===== src/rtl/muldiv_pkg.sv =====
// ============================================================================
// Module   : muldiv_pkg
// Purpose  : Shared operation/state encodings and helpers for the RV32M
//            multiply/divide unit.
// Revision : 1.0 - initial release
// ============================================================================
`default_nettype none

package muldiv_pkg;

    typedef enum logic [2:0] {
        OP_MUL    = 3'b000,
        OP_MULH   = 3'b001,
        OP_MULHSU = 3'b010,
        OP_MULHU  = 3'b011,
        OP_DIV    = 3'b100,
        OP_DIVU   = 3'b101,
        OP_REM    = 3'b110,
        OP_REMU   = 3'b111
    } muldiv_op_e;

    typedef enum logic [1:0] {
        IDLE = 2'd0,
        CALC = 2'd1,
        DONE = 2'd2
    } state_e;

    function automatic logic is_div(input logic [2:0] op);
        return op[2];
    endfunction

endpackage

`default_nettype wire


===== src/rtl/muldiv_sign_fix.sv =====
// ============================================================================
// Module   : muldiv_sign_fix
// Purpose  : Operand magnitudes and result-negate flags derived from the
//            RV32M opcode and operand signs.
// Revision : 1.0 - initial release
// ============================================================================
`default_nettype none

module muldiv_sign_fix
    import muldiv_pkg::*;
#(
    parameter int DATA_WIDTH = 32
) (
    input  logic [2:0]            op,
    input  logic [DATA_WIDTH-1:0] op1,
    input  logic [DATA_WIDTH-1:0] op2,
    output logic [DATA_WIDTH-1:0] abs1,
    output logic [DATA_WIDTH-1:0] abs2,
    output logic                  neg_q,
    output logic                  neg_r,
    output logic                  neg_p
);

    logic w_signed1;
    logic w_signed2;
    logic w_sign1;
    logic w_sign2;

    always_comb begin
        w_signed1 = 1'b0;
        w_signed2 = 1'b0;
        case (muldiv_op_e'(op))
            OP_MULH: begin
                w_signed1 = 1'b1;
                w_signed2 = 1'b1;
            end
            OP_MULHSU: begin
                w_signed1 = 1'b1;
            end
            OP_DIV, OP_REM: begin
                w_signed1 = 1'b1;
                w_signed2 = 1'b1;
            end
            default: begin
                w_signed1 = 1'b0;
                w_signed2 = 1'b0;
            end
        endcase
    end

    assign w_sign1 = w_signed1 & op1[DATA_WIDTH-1];
    assign w_sign2 = w_signed2 & op2[DATA_WIDTH-1];

    // The most-negative value maps onto itself, which is the correct unsigned magnitude.
    assign abs1  = w_sign1 ? -op1 : op1;
    assign abs2  = w_sign2 ? -op2 : op2;

    assign neg_p = ~is_div(op) & (w_sign1 ^ w_sign2);
    assign neg_q =  is_div(op) & (w_sign1 ^ w_sign2);
    assign neg_r =  is_div(op) & w_sign1;

endmodule

`default_nettype wire


===== src/rtl/muldiv_unit.sv =====
// ============================================================================
// Module   : muldiv_unit
// Purpose  : Iterative RV32M multiply/divide unit, one bit per cycle on a
//            shared shift-add / restoring-subtract datapath.
// Options  : MULDIV_FAST_SPECIAL_EN - finish divide-by-zero, signed overflow
//            and zero-operand multiplies directly at accept.
// Revision : 1.0 - initial release
// ============================================================================
`default_nettype none

module muldiv_unit
    import muldiv_pkg::*;
#(
    parameter int DATA_WIDTH = 32,
    parameter int CNT_WIDTH  = $clog2(DATA_WIDTH)
) (
    input  logic                  clk,
    input  logic                  rst,
    input  logic                  in_valid,
    output logic                  in_ready,
    input  logic [2:0]            op,
    input  logic [DATA_WIDTH-1:0] op1,
    input  logic [DATA_WIDTH-1:0] op2,
    input  logic                  kill,
    output logic                  out_valid,
    input  logic                  out_ready,
    output logic [DATA_WIDTH-1:0] result
);

    localparam int W = DATA_WIDTH;
    localparam logic [CNT_WIDTH-1:0] c_cnt_load = CNT_WIDTH'(W - 1);

    state_e               r_state;
    state_e               w_state_nxt;
    logic [CNT_WIDTH-1:0] r_cnt;
    muldiv_op_e           r_op;
    logic [W-1:0]         r_hi;
    logic [W-1:0]         r_lo;
    logic [W-1:0]         r_b;
    logic [W-1:0]         r_result;
    logic                 r_neg_q;
    logic                 r_neg_r;
    logic                 r_neg_p;
    logic                 r_div_zero;

    logic [W-1:0]         w_abs1;
    logic [W-1:0]         w_abs2;
    logic                 w_neg_q;
    logic                 w_neg_r;
    logic                 w_neg_p;
    logic                 w_accept;
    logic                 w_last;
    logic                 w_is_div;
    logic [W:0]           w_add_a;
    logic [W:0]           w_add_b;
    logic [W+1:0]         w_sum;
    logic [W-1:0]         w_hi_nxt;
    logic [W-1:0]         w_lo_nxt;
    logic [2*W-1:0]       w_prod;
    logic [2*W-1:0]       w_prod_fix;
    logic [W-1:0]         w_quo;
    logic [W-1:0]         w_rem;
    logic [W-1:0]         w_final;

    muldiv_sign_fix #(
        .DATA_WIDTH (W)
    ) u_sign_fix (
        .op    (op),
        .op1   (op1),
        .op2   (op2),
        .abs1  (w_abs1),
        .abs2  (w_abs2),
        .neg_q (w_neg_q),
        .neg_r (w_neg_r),
        .neg_p (w_neg_p)
    );

    assign in_ready  = (r_state == IDLE);
    assign out_valid = (r_state == DONE);
    assign result    = r_result;
    assign w_accept  = in_ready & in_valid & ~kill;
    assign w_last    = (r_cnt == '0);

`ifdef MULDIV_FAST_SPECIAL_EN
    localparam logic [W-1:0] c_min_neg = {1'b1, {(W-1){1'b0}}};

    logic         w_special;
    logic [W-1:0] w_special_val;

    always_comb begin
        w_special     = 1'b0;
        w_special_val = '0;
        if (is_div(op)) begin
            if (op2 == '0) begin
                w_special     = 1'b1;
                w_special_val = op[1] ? op1 : '1;
            end else if (!op[0] && (op1 == c_min_neg) && (op2 == '1)) begin
                w_special     = 1'b1;
                w_special_val = op[1] ? '0 : op1;
            end
        end else if ((op1 == '0) || (op2 == '0)) begin
            w_special = 1'b1;
        end
    end
`endif

    // Multiply adds the multiplicand into the high half; divide subtracts the
    // divisor from the partial remainder (carry out set means no borrow).
    assign w_is_div = is_div(r_op);
    assign w_add_a  = w_is_div ? {r_hi, r_lo[W-1]} : {1'b0, r_hi};
    assign w_add_b  = w_is_div ? ~{1'b0, r_b}      : {1'b0, r_b};
    assign w_sum    = {1'b0, w_add_a} + {1'b0, w_add_b} + {{(W+1){1'b0}}, w_is_div};

    always_comb begin
        w_hi_nxt = r_hi;
        w_lo_nxt = r_lo;
        if (w_is_div) begin
            w_lo_nxt = {r_lo[W-2:0], w_sum[W+1]};
            w_hi_nxt = w_sum[W+1] ? w_sum[W-1:0] : {r_hi[W-2:0], r_lo[W-1]};
        end else if (r_lo[0]) begin
            {w_hi_nxt, w_lo_nxt} = {w_sum[W:0], r_lo[W-1:1]};
        end else begin
            {w_hi_nxt, w_lo_nxt} = {1'b0, r_hi, r_lo[W-1:1]};
        end
    end

    assign w_prod     = {w_hi_nxt, w_lo_nxt};
    assign w_prod_fix = r_neg_p ? -w_prod : w_prod;
    assign w_quo      = r_neg_q ? -w_lo_nxt : w_lo_nxt;
    assign w_rem      = r_neg_r ? -w_hi_nxt : w_hi_nxt;

    // Signed overflow and remainder-by-zero fall out of the magnitude
    // arithmetic; only the signed quotient-by-zero needs forcing.
    always_comb begin
        w_final = '0;
        case (r_op)
            OP_MUL:                       w_final = w_prod_fix[W-1:0];
            OP_MULH, OP_MULHSU, OP_MULHU: w_final = w_prod_fix[2*W-1:W];
            OP_DIV, OP_DIVU:              w_final = r_div_zero ? '1 : w_quo;
            OP_REM, OP_REMU:              w_final = w_rem;
            default:                      w_final = '0;
        endcase
    end

    always_ff @(posedge clk or posedge rst) begin
        if (rst) begin
            r_state <= IDLE;
        end else begin
            r_state <= w_state_nxt;
        end
    end

    always_comb begin
        w_state_nxt = r_state;
        case (r_state)
            IDLE: begin
                if (w_accept) begin
`ifdef MULDIV_FAST_SPECIAL_EN
                    w_state_nxt = w_special ? DONE : CALC;
`else
                    w_state_nxt = CALC;
`endif
                end
            end
            CALC: begin
                if (kill) begin
                    w_state_nxt = IDLE;
                end else if (w_last) begin
                    w_state_nxt = DONE;
                end
            end
            DONE: begin
                if (kill || out_ready) begin
                    w_state_nxt = IDLE;
                end
            end
            default: w_state_nxt = IDLE;
        endcase
    end

    always_ff @(posedge clk or posedge rst) begin
        if (rst) begin
            r_cnt      <= '0;
            r_op       <= OP_MUL;
            r_hi       <= '0;
            r_lo       <= '0;
            r_b        <= '0;
            r_result   <= '0;
            r_neg_q    <= 1'b0;
            r_neg_r    <= 1'b0;
            r_neg_p    <= 1'b0;
            r_div_zero <= 1'b0;
        end else begin
            case (r_state)
                IDLE: begin
                    if (w_accept) begin
                        r_op       <= muldiv_op_e'(op);
                        r_hi       <= '0;
                        r_lo       <= w_abs1;
                        r_b        <= w_abs2;
                        r_neg_q    <= w_neg_q;
                        r_neg_r    <= w_neg_r;
                        r_neg_p    <= w_neg_p;
                        r_div_zero <= (op2 == '0);
                        r_cnt      <= c_cnt_load;
`ifdef MULDIV_FAST_SPECIAL_EN
                        if (w_special) begin
                            r_result <= w_special_val;
                        end
`endif
                    end
                end
                CALC: begin
                    if (!kill) begin
                        r_hi <= w_hi_nxt;
                        r_lo <= w_lo_nxt;
                        if (w_last) begin
                            r_result <= w_final;
                        end else begin
                            r_cnt <= r_cnt - 1'b1;
                        end
                    end
                end
                default: begin
                end
            endcase
        end
    end

endmodule

`default_nettype wire


===== config.mk =====
export PLATFORM = sky130hd
export DESIGN_NAME = muldiv_unit
export DESIGN_NICKNAME = d
export VERILOG_FILES = /design/src/rtl/muldiv_pkg.sv /design/src/rtl/muldiv_sign_fix.sv /design/src/rtl/muldiv_unit.sv
export SDC_FILE = /design/constraint.sdc
export NUM_CORES = 1
export LEC_CHECK = 0
export CORE_MARGIN = 1.5
export CORE_UTILIZATION = 25
export CTS_CLUSTER_DIAMETER = 120
export DETAILED_ROUTE_END_ITERATION = 10
export GPL_ROUTABILITY_DRIVEN = 0
export HOLD_SLACK_MARGIN = 0.15
export SLEW_MARGIN = 20
export SYNTH_ARGS = -nofsm -noshare
export SYNTH_HDL_FRONTEND = slang
export SYNTH_SLANG_ARGS = --single-unit

===== constraint.sdc =====
create_clock -name clk -period 11.5 [get_ports clk]
set_clock_uncertainty 0.15 [all_clocks]
set_input_delay 1.15 -clock clk [delete_from_list [all_inputs] [get_ports clk]]
set_output_delay 1.15 -clock clk [all_outputs]
set_load 0.02 [all_outputs]

==> impl_metrics.csv, run 1 <==
group,metric,value,unit
worst_setup_path,cp_max_fo,78,
sta,slew_headroom,22.4,%
layout,fillers,6049,
clock_tree,clkLatencyLatePin,0.44,ns
clock_tree,ctsResizeCount,0,
clock_tree,h-tree-depth,4,
floorplan,die_h,241,µm
floorplan,die_area,58200,µm²
layout,seq_area,3560,µm²
sta,fin_crit_sh,64.5,%
grt,gr-total-overflow,0,
power_and_ir_drop,power.density,219,nW/µm²
floorplan,rows,87,
clock_tree,root_buffer,"clkbuf_16",
synth,synth_cell_type_count,85,
clock_tree,postCtsHoldBufs,0,
layout,multiInputGateArea,9990,µm²
layout,diodes,0,
placed_design,dp_cells,2651,
sta,rsz0062_at_grt,"no",
worst_hold_path,hp-start,"result[13]",
sta,maxSlewViolCount,0,
grt,grt_max_degree,96,
synth,synthDominantCellAreaShare,25.1,%
clock_tree,cts_buffers,17,
sta,timing.setup.tns,0,ns
synth,synthArstFlopShare,100,%
clock_tree,clockBufferDepth,2,
sta,fmax,135,MHz
grt,grt_pass1_wl,77500,µm
grt,grt-busiest-layer,"met2",
worst_setup_path,ff2ff_path_depth,17,
power_and_ir_drop,leakage,0.00635,µW
sta,setup_viol,0,
worst_setup_path,r2r_end,"result[30]",
synth,synth_edf_count,0,
layout,fin_cells,2683,
clock_tree,clk_pin_slew,0.06,ns
synth,post_synth_main_area_contributors,"dfrtp_1 (25%), xor2_1 (8.0%), o21ai_0 (7.9%)",
synth,synth_common_cells,"nand2_1 (296), o21ai_0 (224), nor2_1 (146), dfrtp_1 (142), a21oi_1 (135)",
placed_design,portBuffers,105,
grt,grtUsageMet2,27.7,%
run_status,outcome,"finished clean",
run,maxCapViolCount,0,
detailed_routing,wl_per_cell,18.1,µm
worst_setup_path,cp_data_arrival_time,7.59,ns
floorplan,pin_count,106,
clock_tree,cts.sinks,142,
grt,grtUsageMet1,22.4,%
sta,tightest_slew,1.15,ns
sta,finalWorstPathRequiredPeriod,7.42,ns
synth,synth_flop_cell,"dfrtp_1",
sta,whs,0.339,ns
detailed_routing,finalWirelength,48600,µm
grt,grt_pass1_vias,13900,
synth,synth_fp_nets,1997,
worst_hold_path,hp-class,"flop to flop",
detailed_routing,ant_nets,0,
detailed_routing,via_per_inst,5.36,
worst_setup_path,r2r_start,"r_op[2]",
detailed_routing,drtIter0Drc,1414,
floorplan,core-area,56300,µm²
synth,yosysSeqAreaShare,25.1,%
worst_setup_path,worstPathRequired,11.68,ns
layout,fin_nets,2023,
layout,syn_to_final_growth,15.9,%
floorplan,start_util,25.2,%
worst_setup_path,critPathKind,"flop to flop",
synth,yosysMostFrequentCell,"nand2_1",
layout,final_layout_size_suffix_gt1_share,7.01,%
grt,track_usage,16.8,%
clock_tree,cts_setup_buffers,0,
synth,synth-seq-cells,142,
floorplan,die_w,241,µm
worst_hold_path,worstHoldEndpoint,"result[13]",
grt,antenna_found_initial,0,
synth,synth_top_area_cell,"dfrtp_1",
worst_hold_path,whs_path_depth,2,
sta,hold_viol_final,0,
detailed_routing,drc,0,
synth,synthCells,1889,
placed_design,hpwl,37200,µm
synth,syn_avg_cell_area,7.51,µm²
detailed_routing,routed-via-count,14400,
grt,grt_use_met3,2.06,%
power_and_ir_drop,ir_drop,0.119,mV
detailed_routing,dr.pass1.iters,6,
worst_setup_path,rrSetupSlack,4.08,ns
worst_setup_path,end_kind,"flop",
worst_setup_path,cp-start-kind,"flop",
power_and_ir_drop,total_power,3590,µW
synth,yosysWarnings,0,
clock_tree,cts_tree,"yes",
synth,syn-cell-area,14200,µm²
==> flip-flops by register name, summed over array words and instances (netlist names) <==
| name | count |
|---|---|
| r_cnt | 5 |
| r_op | 3 |
| r_div_zero | 1 |
| r_hi | 32 |
| r_neg_q | 1 |
| r_b | 32 |
| r_neg_p | 1 |
| r_neg_r | 1 |
| r_lo | 32 |
| result | 32 |
| r_state | 2 |
==> power by group <==
group | leakage (µW) | switching (µW) | internal (µW)
Sequential | 0.00184 | 167 | 607
Clock | 0.000269 | 235 | 307
Combinational | 0.00424 | 1450 | 823
Total | 0.00635 | 1860 | 1740
==> layout by cell type, fill, tap and decap left out, types with 8 or more instances in the layout <==
master           instances
nand4_1                 14
xnor2_1                 90
ha_1                    35
xor2_1                 130
nor3_1                  46
a31oi_1                 10
buf_4                   26
dfrtp_1                140
or3_1                   15
nor2b_1                 10
o21ai_0                224
clkbuf_16               17
clkdlybuf4s50_1        105
a211oi_1                17
mux2_2                  36
nor2_1                 145
or2_2                   12
a22oi_1                 16
nand2_1                296
nor4_1                  15
nand2b_1                17
o211ai_1                21
nand3_1                 24
a21oi_1                135
o21a_1                   9
a21o_1                  14
o41ai_1                 10
and2_1                  11
a22o_1                  14
inv_1                   34
o22ai_1                 13
o31ai_1                 24
mux2i_1                 32
a221oi_1                20
and3_1                   8
==> worst max-delay path, stage by stage (launching register included) <==
cell      delay, ns
dfrtp_4        1.06
buf_4          0.62
mux2_2         0.41
ha_1           0.41
nand3_1        0.17
nor4_1         0.32
o21ai_1        0.17
nand4_2        0.24
a21oi_2        0.25
buf_4          0.26
a221oi_2       0.50
nand4b_1       0.37
or3_1          0.63
or3b_1         0.64
o41ai_1        0.52
xnor2_1        0.19
o211ai_1       0.11
o221a_1        0.25
==> logic make-up (layout without fill, tap and decap cells) <==
| family | after synthesis | after routing | share of synthesized area, % |
|---|---|---|---|
| buffers and inverters | 160 | 198 | 4.60 |
| AO/OA/AOI/OAI | 612 | 612 | 27.5 |
| multiplexers | 68 | 68 | 5.12 |
| AND/OR/NAND/NOR | 651 | 651 | 20.9 |
| XOR/XNOR | 220 | 220 | 13.6 |
| flip-flops | 142 | 142 | 25.1 |
| adder cells (fa/ha/maj) | 36 | 36 | 3.23 |
==> routing by layer <==
layer	share of wire, %	vias to the layer above
met3	5.2	105
met4	3.0	0
met5	0	-
li1	-	6858
met2	47	536
met1	45	6889
==> final cells by class <==
type	instances	area share [%]
clock buffer	21	2.80
sequential	142	21.7
inverter	35	0.830
timing repair buffer	132	7.61
clock inverter	10	0.556
multi-input combinational	1587	60.8
tap	756	5.76
==> worst max-delay path by stage <==
stage	end	depth (start not counted)	slack (ns)	from
6_report	result[30]	17	4.08	r_op[2]
5_1_grt	result[30]	17	3.58	r_op[2]
4_1_cts	result[31]	17	4.18	r_op[2]
3_5_place_dp	result[31]	17	4.22	r_op[2]
3_3_place_gp	result[31]	17	4.39	r_op[2]
2_1_floorplan	result[31]	29	3.36	r_op[2]
==> metrics by stage <==
| step | setup slack, ns | utilization, % | cell area [µm²] |
|---|---|---|---|
| 2_1_floorplan | 3.36 | - | 14200 |
| 3_5_place_dp | 4.22 | 28.2 | 15900 |
| 5_1_grt | 3.58 | 29.2 | 16400 |
| 3_3_place_gp | 4.39 | 28.2 | 15900 |
| 6_report | 4.08 | 29.2 | 16400 |
| 4_1_cts | 4.18 | 29.2 | 16400 |
Power figures use the tool's default switching activity.
==> run 2: changes to the inputs <==
- clock period: 11.5 -> 6.75 ns (I/O delays scaled with it)
==> impl_metrics.csv, run 2 (synthesis gave the netlist of run 1 again) <==
group,metric,value,unit
layout,final_cell_mix,"nand2_1 (296), o21ai_0 (224), nor2_1 (145)",
sta,finalWorstPathRequiredPeriod,6.40,ns
clock_tree,cts_tree,"yes",
grt,antenna_found_initial,0,
detailed_routing,drc,0,
grt,grt_pass1_vias,13800,
layout,fin_nets,2038,
layout,post-route-util,29.5,%
sta,fin_crit_sh,94.8,%
sta,timing.setup.tns,0,ns
layout,final_common_cell,"nand2_1",
detailed_routing,wl_per_cell,18.3,µm
placed_design,portBuffers,105,
sta,hold_viol_final,0,
worst_setup_path,r2r_start,"r_op[2]",
sta,rsz0062_at_grt,"no",
run_status,outcome,"finished clean",
worst_setup_path,critPathKind,"flop to flop",
worst_hold_path,whs_path_depth,2,
floorplan,pin_count,106,
detailed_routing,dr.pass1.iters,5,
sta,tightest_slew,1.04,ns
power_and_ir_drop,ir_drop,0.171,mV
clock_tree,h-tree-depth,4,
clock_tree,clk_pin_slew,0.07,ns
power_and_ir_drop,leakage,0.00644,µW
sta,setup_viol,0,
placed_design,hpwl,37600,µm
layout,final_area,16600,µm²
layout,final_layout_size_suffix_gt1_share,8.03,%
worst_setup_path,worstPathRequired,6.92,ns
worst_setup_path,end_kind,"flop",
clock_tree,cts.sinks,142,
floorplan,start_util,25.2,%
clock_tree,root_buffer,"clkbuf_16",
run,maxCapViolCount,0,
worst_setup_path,ff2ff_path_depth,14,
grt,grt_pass1_wl,76900,µm
floorplan,die_area,58200,µm²
clock_tree,cts_buffers,17,
clock_tree,clockBufferDepth,2,
floorplan,die_h,241,µm
sta,maxSlewViolCount,0,
detailed_routing,routed-via-count,14500,
placed_design,placed_area,16000,µm²
grt,track_usage,16.7,%
worst_hold_path,worstHoldEndpoint,"result[5]",
worst_setup_path,r2r_end,"result[22]",
worst_setup_path,cp_data_arrival_time,6.57,ns
clock_tree,clkLatencyLatePin,0.45,ns
detailed_routing,ant_nets,0,
clock_tree,postCtsHoldBufs,0,
worst_setup_path,rrSetupSlack,0.35,ns
worst_setup_path,cp_max_fo,31,
worst_hold_path,hp-start,"result[5]",
detailed_routing,finalWirelength,49300,µm
layout,syn_to_final_growth,17.2,%
sta,whs,0.350,ns
floorplan,die_w,241,µm
floorplan,rows,87,
grt,gr-total-overflow,0,
floorplan,core-area,56300,µm²
sta,fmax,156,MHz
sta,slew_headroom,30.7,%
worst_setup_path,cp-start-kind,"flop",
power_and_ir_drop,power.density,374,nW/µm²
detailed_routing,via_per_inst,5.38,
layout,diodes,0,
grt,grt_max_degree,96,
worst_hold_path,hp-class,"flop to flop",
worst_setup_path,cp-startpoint,"r_op[2]",
detailed_routing,drtIter0Drc,1182,
## run 2: cell types whose count changed in the layout (fill, tap and decap cells not counted), sizes merged
cell | before | now
buf | 27 | 42
bufinv | 1 | 0
clkbuf | 21 | 18
clkinv | 6 | 3
clkinvlp | 2 | 3
inv | 36 | 43
## run 2: cell type report
class	count	area, µm²
Clock buffer	18	439
Clock inverter	14	126
Fill cell	6038	39700
Inverter	35	136
Multi-Input combinational cell	1587	10000
Sequential cell	142	3560
Tap cell	756	946
Timing Repair Buffer	147	1380
## run 2: how the worst max path moves through the flow
stage                            end  cells after the start
after floorplan           result[30]                     27
after global placement    result[30]                     14
after detailed placement  result[31]                     16
after CTS                 result[31]                     15
after global routing      result[31]                     16
final                     result[22]                     14
## run 2: layer usage
metal	routed length (µm)	global-route usage, %	vias to the layer above
met3	2530	1.90	112
met5	0	0	-
met2	23300	27.8	537
met1	21900	22.1	6962
met4	1570	6.38	0
li1	-	-	6917
## run 2: power breakdown
part	switching [µW]	internal, µW
Sequential	283	1030
Clock	451	495
Combinational	2500	1460
Total	3230	2990
## run 2: worst max-delay path: stages, from the launching register on
cell	delay [ns]
dfrtp_4	0.72
buf_12	0.26
mux2_2	0.36
ha_1	0.39
a21oi_1	0.21
o21ai_0	0.20
a22o_1	0.43
or4_4	0.63
a21o_1	0.27
or3_4	0.41
or4_4	0.64
or3b_1	0.65
a31o_2	0.35
a221oi_1	0.48
nor2_1	0.09
## run 2: through the flow
stage	setup slack [ns]	power, µW	std cells
after floorplan	0.00611	4150	1889
after global placement	0.473	5130	2666
after detailed placement	0.366	5200	2666
after CTS	0.331	6170	2698
after global routing	0.101	6660	2699
final	0.350	6220	2699
## run 2: what timing repair did
| action | CTS | global route |
|---|---|---|
| setup buffers | 0 | 1 |
| resized for setup | 0 | 0 |
| setup endpoints to repair | 0 | 5 |
